==> src/rtl/pc_flag_unit.sv <==
// Program counter, ALU flag/overflow registers and start/halt sequencing with a
// saturating run-cycle counter. Every output is registered.
module pc_flag_unit #(
    parameter int PC_W  = 10,
    parameter int CNT_W = 16
) (
    input  logic             CLK,
    input  logic             RESET_N,
    input  logic             START,
    input  logic [PC_W-1:0]  START_ADDR,
    input  logic             STALL,
    input  logic             HALT,
    input  logic             FLAG_IN_ALU,
    input  logic             OVF_IN_ALU,
    input  logic             BRANCH_EN,
    input  logic [PC_W-1:0]  BRANCH_TARGET,
    input  logic             FLAG_WE,
    input  logic             OVF_WE,
    output logic [PC_W-1:0]  PC,
    output logic             FLAG_Q,
    output logic             OVF_Q,
    output logic             RUNNING,
    output logic             DONE,
    output logic [CNT_W-1:0] CYCLE_CNT
);

    typedef enum logic [1:0] {
        IDLE   = 2'd0,
        RUN    = 2'd1,
        HALTED = 2'd2
    } state_t;

    localparam logic [CNT_W-1:0] CNT_MAX = '1;

    state_t state;

    always_ff @(posedge CLK or negedge RESET_N) begin
        if (!RESET_N) begin
            state     <= IDLE;
            PC        <= '0;
            FLAG_Q    <= 1'b0;
            OVF_Q     <= 1'b0;
            RUNNING   <= 1'b0;
            DONE      <= 1'b0;
            CYCLE_CNT <= '0;
        end else begin
            case (state)
                IDLE, HALTED: begin
                    if (START) begin
                        state     <= RUN;
                        PC        <= START_ADDR;
                        FLAG_Q    <= 1'b0;
                        OVF_Q     <= 1'b0;
                        CYCLE_CNT <= '0;
                        RUNNING   <= 1'b1;
                        DONE      <= 1'b0;
                    end
                end
                RUN: begin
                    // Counts stalled cycles and the halting cycle too.
                    if (CYCLE_CNT != CNT_MAX) begin
                        CYCLE_CNT <= CYCLE_CNT + 1'b1;
                    end
                    if (!STALL) begin
                        if (FLAG_WE) FLAG_Q <= FLAG_IN_ALU;
                        if (OVF_WE)  OVF_Q  <= OVF_IN_ALU;
                        if (HALT) begin
                            state   <= HALTED;
                            RUNNING <= 1'b0;
                            DONE    <= 1'b1;
                        end else if (BRANCH_EN) begin
                            PC <= BRANCH_TARGET;
                        end else begin
                            PC <= PC + 1'b1;
                        end
                    end
                end
                default: begin
                    state   <= IDLE;
                    RUNNING <= 1'b0;
                    DONE    <= 1'b0;
                end
            endcase
        end
    end

endmodule

==> config.mk <==
export PLATFORM = sky130hd
export DESIGN_NAME = pc_flag_unit
export DESIGN_NICKNAME = d
export VERILOG_FILES = /design/src/rtl/pc_flag_unit.sv
export SDC_FILE = /design/constraint.sdc
export NUM_CORES = 1
export LEC_CHECK = 0
export ABC_AREA = 1
export BUFFER_PORTS_ARGS = -buffer_cell sky130_fd_sc_hd__buf_2
export CAP_MARGIN = 25
export CORE_ASPECT_RATIO = 1.4
export CORE_MARGIN = 2
export CORE_UTILIZATION = 40
export CTS_CLUSTER_DIAMETER = 80
export DETAILED_ROUTE_END_ITERATION = 10
export PLACE_DENSITY = 0.67
export SLEW_MARGIN = 20
export SYNTH_ARGS = -nofsm -noshare
export SYNTH_HDL_FRONTEND = slang
export SYNTH_SLANG_ARGS = --single-unit
==> constraint.sdc <==
create_clock -name CLK -period 2.6 [get_ports CLK]
set_input_delay 0.52 -clock CLK [delete_from_list [all_inputs] [get_ports CLK]]
set_output_delay 0.52 -clock CLK [all_outputs]
set_load 0.005 [all_outputs]
After elaboration in Yosys (flattened, before gate mapping)
Cells that the tools add are included.
{"block": "classes", "addsub": 2, "eq_ne": 10, "muxes": 26, "reduce_logical": 8}
{"op": "$mux W10", "count": 4}
{"op": "$mux W16", "count": 2}
{"op": "$pmux W16 S2", "count": 1}
{"op": "$pmux W10 S2", "count": 1}
{"op": "$add A16 B1 Y16 const B", "count": 1}
{"op": "$ne A16 B16 Y1 const B", "count": 1}
{"op": "$ne A2 B2 Y1 const B", "count": 7}
{"op": "$reduce_and A4 Y1", "count": 3}
{"op": "$add A10 B1 Y10 const B", "count": 1}
{"op": "$mux W1", "count": 10}
{"op": "$pmux W1 S2", "count": 4}
{"op": "$mux W2", "count": 3}
{"op": "$reduce_and A3 Y1", "count": 2}
{"op": "$pmux W2 S2", "count": 1}
{"op": "$eq A2 B1 Y1 const B", "count": 1}
{"op": "$eq A2 B2 Y1 const B", "count": 1}
{"op": "$logic_not A2 Y1", "count": 1}
{"op": "$reduce_bool A2 Y1", "count": 1}
{"op": "$reduce_or A2 Y1", "count": 1}
{"block": "totals", "ff_bits": 32, "inputBits": 30}

Longest topological paths before layout
Gate-level depths: netlist (run 1).
{"block": "logic_depth", "depth_word": 5, "ltp_mapped": 10}

Worst setup path after synthesis (run 1)
Ideal clock, no wire load.
{"block": "synth_path", "kind": "flip-flop to flip-flop", "startpoint": "register CYCLE_CNT[0]", "endpoint": "register CYCLE_CNT[7]", "setup_ns": 0.116, "arrival_ns": 1.332, "slack_ns": 1.151, "path_stages_with_launch": 10, "n_path_buf": 1, "period_less_slack_ns": 1.449, "cell_sequence": "dfrtp_1 -> ha_1 -> nand3_4 -> nor2_8 -> nand3_2 -> nand2_2 -> buf_6 -> inv_4 -> nand2_1 -> nand2_1"}
{"block": "synth_via", "elab_chain_cells": 3, "word_cells_on_any_way": 6}
{"element": "start: declaration", "line": "24", "rtl": "output logic [CNT_W-1:0] CYCLE_CNT"}
{"element": "start signal: assignment", "line": "62", "rtl": "CYCLE_CNT <= CYCLE_CNT + 1'b1;"}
{"element": "$add A16 B1 Y16 or $ne A16 B16 Y1 (tied branches)", "line": "62, 61"}
{"element": "$mux W16 or $ne A2 B2 Y1 (tied branches)"}
{"element": "$pmux W16 S2 or $reduce_and A3 Y1 (tied branches)"}
Several ways; a longest one is shown, not always the timed one. The select of a mux whose other input is x is not followed.
A chain may end at the register's enable or synchronous reset.

Worst setup path after layout (run 1)
{"block": "layout_path", "startpoint": "register CYCLE_CNT[0]", "endpoint": "register CYCLE_CNT[9]"}
The elaborated chain is that of the path after synthesis.

==> results of run 1 <==
## cell usage after synthesis (5+ instances only)
library cell	count	area, sq um
sky130_fd_sc_hd__nand2_1	95	357
sky130_fd_sc_hd__nor2_1	33	124
sky130_fd_sc_hd__dfrtp_1	31	776
sky130_fd_sc_hd__nand3_1	26	130
sky130_fd_sc_hd__inv_1	23	86.3
sky130_fd_sc_hd__o21ai_0	15	75.1
sky130_fd_sc_hd__a21oi_1	10	50.1
sky130_fd_sc_hd__o21ai_1	8	40.0
sky130_fd_sc_hd__nand4_1	7	43.8
sky130_fd_sc_hd__xor2_1	7	61.3
sky130_fd_sc_hd__buf_2	5	25.0
## logic make-up after synthesis
group           share of synthesized area (%)
simple gates                             37.7
fa+ha+maj                                1.20
buf+inv                                  8.16
flops                                    37.2
compound gates                           12.4
xor+xnor                                 3.36
## metrics by stage
stage / area, sq um / util [%] / hold slack [ns] / cells
final: 2510 / 49.1 / 0.277 / 424
after global routing: 2510 / 49.1 / 0.354 / 424
after CTS: 2510 / 49.1 / 0.307 / 424
after detailed placement: 2410 / 47.1 / 0.506 / 416
after global placement: 2410 / 47.1 / 0.505 / 416
after floorplan: 2090 / - / 0.224 / 298
## worst paths after layout
| path | endpoint | slack, ns |
|---|---|---|
| setup / recovery | CYCLE_CNT[9] | 0.88 |
| hold / removal | CYCLE_CNT[6] | 0.28 |
| setup reg to reg | CYCLE_CNT[9] | 0.88 |
| hold reg to reg | RUNNING | 0.51 |
| max in group asynchronous | RUNNING | 1.87 |
| min in group CLK | state[0] | 0.50 |
## worst max-delay path: cells and delay by family (launching register included)
family	cells	cell delay [ns]
AOI/OAI and AO/OA	1	0.17
adders and majority gates	1	0.26
DFF	1	0.44
and+or+nand+nor	4	0.71
## layer usage
| metal | share of wire [%] | vias up | global-route usage, % |
|---|---|---|---|
| li1 | - | 1082 | - |
| met1 | 41 | 941 | 22.1 |
| met2 | 52 | 59 | 37.7 |
| met3 | 5.3 | 8 | 3.27 |
| met4 | 1.7 | 0 | 6.25 |
| met5 | 0 | - | 0 |
## state kept, by name, summed over array words and instances (netlist names)
| signal | flops |
|---|---|
| RUNNING | 1 |
| PC | 10 |
| DONE | 1 |
| CYCLE_CNT | 16 |
| state | 1 |
| FLAG_Q | 1 |
| OVF_Q | 1 |
## cell type report
cell class / count / area, sq um / area share, %
multi-input cells: 231 / 1140 / 45.4
flip-flops and latches: 31 / 776 / 30.9
repair buffers: 61 / 310 / 12.4
inverters: 27 / 104 / 4.13
clock buffers: 8 / 100 / 3.98
well taps: 66 / 82.6 / 3.29
## power by group through the flow
stage               sequential (mW)  clock [mW]  combinational, mW
finish                        0.929       0.422               1.25
global route                  0.958       0.449               1.44
CTS                           0.924       0.435               1.27
detailed placement            0.928           0               1.26
global placement              0.927           0               1.24
floorplan                     0.901           0              0.908
==> flow_results.xml, run 1 <==
<?xml version="1.0" encoding="UTF-8"?>
<metrics>
  <group name="synth">
    <metric name="netlist_instances" unit="">298</metric>
    <metric name="ys_dominant_reg_cell" unit="">sky130_fd_sc_hd__dfrtp_1</metric>
    <metric name="synth_seq_cells" unit="">31</metric>
    <metric name="yosys_warnings" unit="">0</metric>
    <metric name="mappedNetlistNets" unit="">330</metric>
    <metric name="proportion_of_synthesized_chip_area_in_sequential_cells" unit="%">37.2</metric>
    <metric name="synth_async_sr_flop_share" unit="%">100</metric>
    <metric name="synth-edff-count" unit="">0</metric>
    <metric name="synthDistinctLibCells" unit="">32</metric>
    <metric name="cell_area_after_synthesis" unit="sq um">2090</metric>
    <metric name="synth_area_per_cell" unit="sq um">7.00</metric>
  </group>
  <group name="critical_path">
    <metric name="cp_peak_stage_delay" unit="ns">0.44</metric>
    <metric name="critPathLaunch" unit="">CYCLE_CNT[0]</metric>
    <metric name="worstSetupStartpointType" unit="">flop</metric>
    <metric name="path_cells" unit="">ha_1 -&gt; nand3_4 -&gt; nor2_8 -&gt; nand3_2 -&gt; nand2_2 -&gt; o21ai_0</metric>
    <metric name="worst-setup-path-type" unit="">flop to flop</metric>
    <metric name="worst_case_reg_to_reg_path_depth" unit="">6</metric>
    <metric name="worstPathArrival" unit="ns">1.86</metric>
    <metric name="crit_path_end_kind" unit="">flop</metric>
    <metric name="worstReg2RegStart" unit="">CYCLE_CNT[0]</metric>
    <metric name="critical_path_peak_fanout" unit="">20</metric>
    <metric name="cp.required" unit="ns">2.74</metric>
    <metric name="crit_slowest_cell" unit="">sky130_fd_sc_hd__dfrtp_1</metric>
  </group>
  <group name="clock_network">
    <metric name="cts-root-buf" unit="">sky130_fd_sc_hd__clkbuf_8</metric>
    <metric name="clk_latency" unit="ns">0.28</metric>
    <metric name="cts_hold_buffers" unit="">0</metric>
    <metric name="cts-buffers-inserted" unit="">5</metric>
    <metric name="clock_tree.htree_level_count" unit="">2</metric>
    <metric name="tritoncts" unit="">done</metric>
    <metric name="clkTransAtPathRegs" unit="ns">0.07</metric>
    <metric name="postCtsSetupBuffers" unit="">0</metric>
    <metric name="clockBufferDepth" unit="">2</metric>
    <metric name="cts_resized" unit="">0</metric>
    <metric name="clock_sinks" unit="">31</metric>
  </group>
  <group name="place">
    <metric name="place.detailed.hpwl" unit="um">3850</metric>
    <metric name="gpl_wtd_cong" unit="">0.850</metric>
    <metric name="dpl_worst_slack" unit="ns">0.894</metric>
    <metric name="place.port_buffers" unit="">59</metric>
  </group>
  <group name="sta">
    <metric name="max_slew_margin" unit="%">53.6</metric>
    <metric name="hold_viol_final" unit="">0</metric>
    <metric name="finalMaxSlewViolations" unit="">0</metric>
    <metric name="worst-slew-pin-transition" unit="ns">0.696</metric>
    <metric name="layout_worst_path_cycle_share" unit="%">66.2</metric>
    <metric name="finalSetupViolations" unit="">0</metric>
    <metric name="rsz0062_at_grt" unit="">no</metric>
    <metric name="achievable-frequency" unit="MHz">581</metric>
    <metric name="worst_slack" unit="ns">0.878</metric>
    <metric name="period_needed" unit="ns">1.72</metric>
    <metric name="fin_tns_setup" unit="ns">0</metric>
    <metric name="finClkSkew" unit="ns">0.00487</metric>
  </group>
  <group name="finish">
    <metric name="finish.net_count" unit="">389</metric>
    <metric name="layout_commonest_cell" unit="">sky130_fd_sc_hd__nand2_1</metric>
    <metric name="fraction_of_final_layout_cells_sized_beyond_drive_strength_1" unit="%">24.9</metric>
    <metric name="n_fill_cell" unit="">552</metric>
    <metric name="n_antenna_cell" unit="">0</metric>
    <metric name="layout.cells.most_common_list" unit="">sky130_fd_sc_hd__nand2_1, sky130_fd_sc_hd__buf_2, sky130_fd_sc_hd__nor2_1</metric>
    <metric name="area_delta_synth_final" unit="%">20.5</metric>
  </group>
  <group name="grt">
    <metric name="grt_overflow_total" unit="">0</metric>
    <metric name="grt_first_pass_wirelength" unit="um">8810</metric>
    <metric name="grt_usage" unit="%">19.6</metric>
    <metric name="grt_start_max_net_pins" unit="">32</metric>
    <metric name="first_global_vias" unit="">1950</metric>
    <metric name="antenna_found_initial" unit="">0</metric>
  </group>
  <group name="pwr">
    <metric name="vdd_ir_drop_max" unit="uV">427</metric>
    <metric name="static-leakage-power" unit="nW">1.31</metric>
    <metric name="share_seq_of_total_power" unit="%">35.7</metric>
    <metric name="combPwrFrac" unit="%">48.1</metric>
    <metric name="power.internal" unit="mW">1.40</metric>
    <metric name="net-switching-power" unit="mW">1.21</metric>
    <metric name="clockPowerShare" unit="%">16.2</metric>
    <metric name="power-per-cell-area" unit="nW/um^2">1040</metric>
    <metric name="switching_share" unit="%">46.3</metric>
    <metric name="power.total" unit="mW">2.60</metric>
  </group>
  <group name="die">
    <metric name="rows" unit="">31</metric>
    <metric name="design.portCount" unit="">60</metric>
    <metric name="floorplan.die_area" unit="sq um">5820</metric>
    <metric name="die_width" unit="um">65.0</metric>
    <metric name="fp.coreArea" unit="sq um">5120</metric>
    <metric name="die_h" unit="um">89.4</metric>
    <metric name="initial_utilization" unit="%">40.7</metric>
  </group>
  <group name="routing">
    <metric name="drt-total-wl" unit="um">5290</metric>
    <metric name="drt_pass1_iterations" unit="">4</metric>
    <metric name="routed_via_density" unit="">4.93</metric>
    <metric name="drc" unit="">0</metric>
    <metric name="drt-wirelength-per-cell" unit="um">12.5</metric>
    <metric name="drt_iter0_markers" unit="">157</metric>
    <metric name="ant_nets" unit="">0</metric>
    <metric name="routed-via-count" unit="">2090</metric>
  </group>
  <group name="outcome">
    <metric name="run_status" unit="">complete, no violations</metric>
  </group>
  <group name="hold_path">
    <metric name="hp-class" unit="">primary input to asynchronous set/reset pin</metric>
  </group>
  <group name="run">
    <metric name="cap_viol_max_count" unit="">0</metric>
  </group>
</metrics>
No activity file was read; power rests on OpenSTA's default activity.
==> run 2: changes to the inputs <==
- PLACE_DENSITY: 0.67 -> 0.7
- clock period: 2.6 -> 1.5 ns (I/O delays scaled with it)
==> flow_results.xml, run 2 (synthesized netlist as in run 1, its figures left out) <==
<?xml version="1.0" encoding="UTF-8"?>
<metrics>
  <group name="outcome">
    <metric name="run_status" unit="">complete, no violations</metric>
  </group>
  <group name="sta">
    <metric name="worst-slew-pin-transition" unit="ns">0.407</metric>
    <metric name="achievable-frequency" unit="MHz">711</metric>
    <metric name="fin_tns_setup" unit="ns">0</metric>
    <metric name="final_hold_slack" unit="ns">0.0172</metric>
    <metric name="hold_viol_final" unit="">0</metric>
    <metric name="max_slew_margin" unit="%">72.9</metric>
    <metric name="finClkSkew" unit="ns">0.00657</metric>
    <metric name="rsz0062_at_grt" unit="">yes</metric>
    <metric name="finalMaxSlewViolations" unit="">0</metric>
    <metric name="period_needed" unit="ns">1.41</metric>
    <metric name="finalSetupViolations" unit="">0</metric>
    <metric name="layout_worst_path_cycle_share" unit="%">93.8</metric>
  </group>
  <group name="grt">
    <metric name="first_global_vias" unit="">2129</metric>
    <metric name="grt_start_max_net_pins" unit="">32</metric>
    <metric name="antenna_found_initial" unit="">0</metric>
    <metric name="grt_first_pass_wirelength" unit="um">9280</metric>
    <metric name="grt_usage" unit="%">20.2</metric>
    <metric name="grt_overflow_total" unit="">0</metric>
  </group>
  <group name="clock_network">
    <metric name="clk_latency" unit="ns">0.29</metric>
    <metric name="cts_hold_buffers" unit="">0</metric>
    <metric name="clock_tree.htree_level_count" unit="">2</metric>
    <metric name="tritoncts" unit="">done</metric>
    <metric name="cts-root-buf" unit="">sky130_fd_sc_hd__clkbuf_8</metric>
    <metric name="cts-buffers-inserted" unit="">5</metric>
    <metric name="clkTransAtPathRegs" unit="ns">0.07</metric>
    <metric name="clockBufferDepth" unit="">2</metric>
    <metric name="clock_sinks" unit="">31</metric>
  </group>
  <group name="place">
    <metric name="place_area" unit="sq um">2510</metric>
    <metric name="place.port_buffers" unit="">59</metric>
    <metric name="gpl_wtd_cong" unit="">0.844</metric>
    <metric name="place.detailed.hpwl" unit="um">4020</metric>
  </group>
  <group name="critical_path">
    <metric name="worstSetupStartpointType" unit="">flop</metric>
    <metric name="path_cells" unit="">nor2_2 -&gt; nand2_1 -&gt; nand2_1 -&gt; inv_2 -&gt; nand2_4 -&gt; inv_1 -&gt; o211ai_1 -&gt; nand2_1</metric>
    <metric name="path_delay_family" unit="">simple AND/OR/NAND/NOR gates</metric>
    <metric name="critical_path_peak_fanout" unit="">16</metric>
    <metric name="worst-setup-path-type" unit="">flop to flop</metric>
    <metric name="crit_slowest_cell" unit="">sky130_fd_sc_hd__dfrtp_1</metric>
    <metric name="timing.critical_path.mode_cell" unit="">sky130_fd_sc_hd__nand2_1</metric>
    <metric name="cp_peak_stage_delay" unit="ns">0.42</metric>
    <metric name="worstPathArrival" unit="ns">1.58</metric>
    <metric name="cp.required" unit="ns">1.67</metric>
    <metric name="crit_path_end_kind" unit="">flop</metric>
    <metric name="path_buf_inv" unit="">2</metric>
  </group>
  <group name="finish">
    <metric name="layout_commonest_cell" unit="">sky130_fd_sc_hd__nand2_1</metric>
    <metric name="largest_register_by_flop_count" unit="">CYCLE_CNT</metric>
    <metric name="n_fill_cell" unit="">537</metric>
    <metric name="multiInputGateArea" unit="sq um">1180</metric>
    <metric name="fraction_of_final_layout_cells_sized_beyond_drive_strength_1" unit="%">28.9</metric>
    <metric name="finish.net_count" unit="">401</metric>
    <metric name="area_delta_synth_final" unit="%">26.6</metric>
    <metric name="fin_area" unit="sq um">2640</metric>
    <metric name="layout.cells.most_common_list" unit="">sky130_fd_sc_hd__nand2_1, sky130_fd_sc_hd__buf_2, sky130_fd_sc_hd__nor2_1</metric>
    <metric name="largest_registers" unit="">CYCLE_CNT: 16 flops, PC: 10 flops</metric>
    <metric name="largest_reg_flops" unit="">16</metric>
    <metric name="n_antenna_cell" unit="">0</metric>
    <metric name="ff_latch_area" unit="sq um">777</metric>
  </group>
  <group name="routing">
    <metric name="drt_iter0_markers" unit="">161</metric>
    <metric name="routed_via_density" unit="">5.05</metric>
    <metric name="drc" unit="">0</metric>
    <metric name="drt-wirelength-per-cell" unit="um">12.4</metric>
    <metric name="ant_nets" unit="">0</metric>
    <metric name="drt-total-wl" unit="um">5420</metric>
    <metric name="routed-via-count" unit="">2203</metric>
    <metric name="drt_pass1_iterations" unit="">5</metric>
  </group>
  <group name="pwr">
    <metric name="static-leakage-power" unit="nW">1.38</metric>
    <metric name="power-per-cell-area" unit="nW/um^2">1790</metric>
    <metric name="vdd_ir_drop_max" unit="uV">720</metric>
  </group>
  <group name="die">
    <metric name="fp.coreArea" unit="sq um">5120</metric>
    <metric name="rows" unit="">31</metric>
    <metric name="die_width" unit="um">65.0</metric>
    <metric name="die_h" unit="um">89.4</metric>
    <metric name="design.portCount" unit="">60</metric>
    <metric name="initial_utilization" unit="%">40.7</metric>
    <metric name="floorplan.die_area" unit="sq um">5820</metric>
  </group>
  <group name="run">
    <metric name="cap_viol_max_count" unit="">0</metric>
  </group>
  <group name="hold_path">
    <metric name="hp-class" unit="">primary input to asynchronous set/reset pin</metric>
  </group>
</metrics>
-- run 2: cell count changes in the layout (fill, tap and decap cells not counted), sizes merged --
cell      change
buf          +12
clkbuf        -2
clkinv        +1
clkinvlp      +1
-- run 2: final cells by class --
class	count	area share [%]
sequential	31	29.4
inverter	27	3.93
tap	66	3.13
clock inverter	2	0.474
clock buffer	6	2.75
multi-input combinational	231	44.6
timing repair buffer	73	15.6
-- run 2: final timing paths --
path | start | endpoint | slack (ns) | depth (start not counted)
max in group asynchronous | RESET_N | state[0] | 1.16 | 2
hold / removal | RESET_N | CYCLE_CNT[4] | 0.02 | 2
min in group CLK | STALL | state[0] | 0.27 | 3
setup reg to reg | DONE | PC[2] | 0.09 | 8
hold reg to reg | RUNNING | RUNNING | 0.50 | 2
setup / recovery | DONE | PC[2] | 0.09 | 8
-- run 2: stage by stage --
step           worst slack (ns)  total power, mW  utilization, %  instances
2_1_floorplan            0.0513             3.14               -        298
3_3_place_gp             0.0810             3.98            49.1        428
3_5_place_dp             0.0508             4.02            49.1        428
4_1_cts                  0.0329             4.69            50.8        436
5_1_grt                 -0.0226             5.16            51.6        436
6_report                 0.0933             4.72            51.6        436
-- run 2: what timing repair did --
action,4_1_cts,5_1_grt
setup buffers,0,0
setup endpoints to repair,0,11
gates resized for setup,0,10
-- run 2: worst reg2reg max path: cells and delay by family, from the launching register on --
kind,cells,cell delay [ns]
AO/OA/AOI/OAI,1,0.11
AND/OR/NAND/NOR,5,0.56
buffers and inverters,2,0.21
flip-flops,1,0.42
-- run 2: power breakdown --
group	internal, mW	switching (mW)
logic	1.04	1.47
registers	1.17	0.390
clock network	0.324	0.328
total	2.53	2.19
-- run 2: per-layer routing --
layer  vias up  GRT usage, %  part of all wire (%)
li1       1101             -                     -
met1      1027          24.3                    42
met2        69          36.6                    52
met3         6          3.65                   5.4
met4         0          6.25                   1.3
met5         -             0                     0
==> run 3: changes to the inputs <==
- PLACE_DENSITY: 0.7 -> 0.67
==> flow_results.xml, run 3 (synthesized netlist as in run 1, its figures left out) <==
<?xml version="1.0" encoding="UTF-8"?>
<metrics>
  <group name="finish">
    <metric name="largest_registers" unit="">CYCLE_CNT: 16 flops, PC: 10 flops</metric>
    <metric name="fraction_of_final_layout_cells_sized_beyond_drive_strength_1" unit="%">29.9</metric>
    <metric name="layout.cells.most_common_list" unit="">sky130_fd_sc_hd__nand2_1, sky130_fd_sc_hd__buf_2, sky130_fd_sc_hd__nor2_1</metric>
    <metric name="n_antenna_cell" unit="">0</metric>
    <metric name="largest_reg_flops" unit="">16</metric>
    <metric name="largest_register_by_flop_count" unit="">CYCLE_CNT</metric>
    <metric name="finish.net_count" unit="">408</metric>
    <metric name="area_delta_synth_final" unit="%">28.9</metric>
    <metric name="final_core_util" unit="%">52.5</metric>
    <metric name="layout_commonest_cell" unit="">sky130_fd_sc_hd__nand2_1</metric>
  </group>
  <group name="critical_path">
    <metric name="worstSetupStartpointType" unit="">flop</metric>
    <metric name="worstReg2RegStart" unit="">state[0]</metric>
    <metric name="cp.required" unit="ns">1.66</metric>
    <metric name="critical_path_peak_fanout" unit="">15</metric>
    <metric name="regToRegSetupSlack" unit="ns">0.13</metric>
    <metric name="worst_case_reg_to_reg_path_depth" unit="">9</metric>
    <metric name="worstPathArrival" unit="ns">1.54</metric>
    <metric name="r2r_end" unit="">PC[2]</metric>
    <metric name="worst-setup-path-type" unit="">flop to flop</metric>
    <metric name="crit_path_end_kind" unit="">flop</metric>
  </group>
  <group name="die">
    <metric name="die_h" unit="um">89.4</metric>
    <metric name="floorplan.die_area" unit="sq um">5820</metric>
    <metric name="die_width" unit="um">65.0</metric>
    <metric name="rows" unit="">31</metric>
    <metric name="initial_utilization" unit="%">40.7</metric>
    <metric name="design.portCount" unit="">60</metric>
    <metric name="fp.coreArea" unit="sq um">5120</metric>
  </group>
  <group name="pwr">
    <metric name="net-switching-power" unit="mW">2.19</metric>
    <metric name="power.total" unit="mW">4.79</metric>
    <metric name="power.internal" unit="mW">2.60</metric>
    <metric name="clockPowerShare" unit="%">12.8</metric>
    <metric name="static-leakage-power" unit="nW">1.41</metric>
    <metric name="vdd_ir_drop_max" unit="uV">950</metric>
    <metric name="switching_share" unit="%">45.6</metric>
    <metric name="combPwrFrac" unit="%">54.5</metric>
    <metric name="share_seq_of_total_power" unit="%">32.7</metric>
    <metric name="power-per-cell-area" unit="nW/um^2">1780</metric>
  </group>
  <group name="sta">
    <metric name="final_hold_slack" unit="ns">0.271</metric>
    <metric name="layout_worst_path_cycle_share" unit="%">91.4</metric>
    <metric name="finalSetupViolations" unit="">0</metric>
    <metric name="period_needed" unit="ns">1.37</metric>
    <metric name="finClkSkew" unit="ns">0.00644</metric>
    <metric name="worst_slack" unit="ns">0.129</metric>
    <metric name="hold_viol_final" unit="">0</metric>
    <metric name="worst-slew-pin-transition" unit="ns">0.398</metric>
    <metric name="rsz0062_at_grt" unit="">no</metric>
    <metric name="finalMaxSlewViolations" unit="">0</metric>
    <metric name="fin_tns_setup" unit="ns">0</metric>
    <metric name="achievable-frequency" unit="MHz">729</metric>
    <metric name="max_slew_margin" unit="%">73.3</metric>
  </group>
  <group name="hold_path">
    <metric name="hp-class" unit="">primary input to flop</metric>
    <metric name="whs_path_depth" unit="">3</metric>
    <metric name="worstHoldEndpoint" unit="">state[0]</metric>
    <metric name="worst_hold_startpoint" unit="">STALL</metric>
  </group>
  <group name="routing">
    <metric name="routed-via-count" unit="">2200</metric>
    <metric name="drt_iter0_markers" unit="">132</metric>
    <metric name="drt-total-wl" unit="um">5760</metric>
    <metric name="drc" unit="">0</metric>
    <metric name="drt_pass1_iterations" unit="">4</metric>
    <metric name="drt-wirelength-per-cell" unit="um">13.0</metric>
    <metric name="topRoutingLayerUsed" unit="">met4</metric>
    <metric name="route.met3.wl" unit="um">302</metric>
    <metric name="detail_route.wirelength.met1" unit="um">2240</metric>
    <metric name="wl_met2" unit="um">3100</metric>
    <metric name="ant_nets" unit="">0</metric>
    <metric name="routed_via_density" unit="">4.99</metric>
  </group>
  <group name="place">
    <metric name="gpl_wtd_cong" unit="">0.890</metric>
    <metric name="place.detailed.hpwl" unit="um">4480</metric>
    <metric name="dpl_worst_slack" unit="ns">0.0557</metric>
    <metric name="place.port_buffers" unit="">59</metric>
  </group>
  <group name="grt">
    <metric name="grt_overflow_total" unit="">0</metric>
    <metric name="grt_first_pass_wirelength" unit="um">9790</metric>
    <metric name="first_global_vias" unit="">2134</metric>
    <metric name="grt_start_max_net_pins" unit="">18</metric>
    <metric name="grt_usage" unit="%">21.8</metric>
    <metric name="antenna_found_initial" unit="">0</metric>
  </group>
  <group name="clock_network">
    <metric name="cts-root-buf" unit="">sky130_fd_sc_hd__clkbuf_8</metric>
    <metric name="cts-buffers-inserted" unit="">5</metric>
    <metric name="clock_tree.htree_level_count" unit="">2</metric>
    <metric name="clockBufferDepth" unit="">2</metric>
    <metric name="clk_latency" unit="ns">0.28</metric>
    <metric name="postCtsSetupBuffers" unit="">0</metric>
    <metric name="clock_sinks" unit="">31</metric>
    <metric name="clkTransAtPathRegs" unit="ns">0.06</metric>
    <metric name="tritoncts" unit="">done</metric>
  </group>
  <group name="run">
    <metric name="cap_viol_max_count" unit="">0</metric>
  </group>
  <group name="outcome">
    <metric name="run_status" unit="">complete, no violations</metric>
  </group>
</metrics>
[run 3: final cells by class]
type / instances / area [sq um]
sequential: 31 / 779
multi-input combinational: 231 / 1170
timing repair buffer: 80 / 480
fill: 523 / 2430
clock buffer: 6 / 72.6
inverter: 27 / 104
tap: 66 / 82.6
[run 3: critical path, stage by stage, from the launching register on]
cell                       delay (ns)
sky130_fd_sc_hd__dfrtp_1         0.43
sky130_fd_sc_hd__inv_2           0.06
sky130_fd_sc_hd__nor2_2          0.14
sky130_fd_sc_hd__nand2_1         0.09
sky130_fd_sc_hd__nand2_1         0.09
sky130_fd_sc_hd__inv_2           0.07
sky130_fd_sc_hd__nand2_8         0.11
sky130_fd_sc_hd__inv_1           0.11
sky130_fd_sc_hd__o211ai_1        0.09
sky130_fd_sc_hd__nand2_1         0.06
[run 3: how the worst max path moves through the flow]
| stage | depth (start not counted) | slack [ns] | from | end |
|---|---|---|---|---|
| 2_1_floorplan | 9 | 0.05 | CYCLE_CNT[0] | CYCLE_CNT[7] |
| 3_3_place_gp | 8 | 0.07 | PC[1] | PC[6] |
| 3_5_place_dp | 8 | 0.06 | PC[1] | PC[6] |
| 4_1_cts | 8 | 0.04 | PC[1] | PC[6] |
| 5_1_grt | 7 | 0.003 | CYCLE_CNT[8] | CYCLE_CNT[13] |
| 6_report | 9 | 0.13 | state[0] | PC[2] |
[run 3: power groups by stage]
stage / sequential [mW] / combinational [mW] / clock, mW
2_1_floorplan: 1.56 / 1.57 / 0
3_3_place_gp: 1.56 / 2.53 / 0
3_5_place_dp: 1.56 / 2.59 / 0
4_1_cts: 1.56 / 2.59 / 0.622
5_1_grt: 1.61 / 2.95 / 0.654
6_report: 1.56 / 2.61 / 0.611
[run 3: through the flow]
step	cell area, sq um	instances
6_report	2690	441
5_1_grt	2690	441
3_5_place_dp	2570	434
4_1_cts	2660	441
3_3_place_gp	2570	434
2_1_floorplan	2090	298
[run 3: repair_timing]
item,CTS,global route
hold buffers,1,0
hold endpoints to repair,15,0
endpoints found under the setup margin,0,11
gates resized for setup,0,11
[run 3: layer usage]
| metal | vias up | track usage [%] |
|---|---|---|
| met3 | 10 | 3.78 |
| li1 | 1116 | - |
| met5 | - | 0 |
| met1 | 1000 | 24.4 |
| met4 | 0 | 7.77 |
| met2 | 74 | 41.3 |
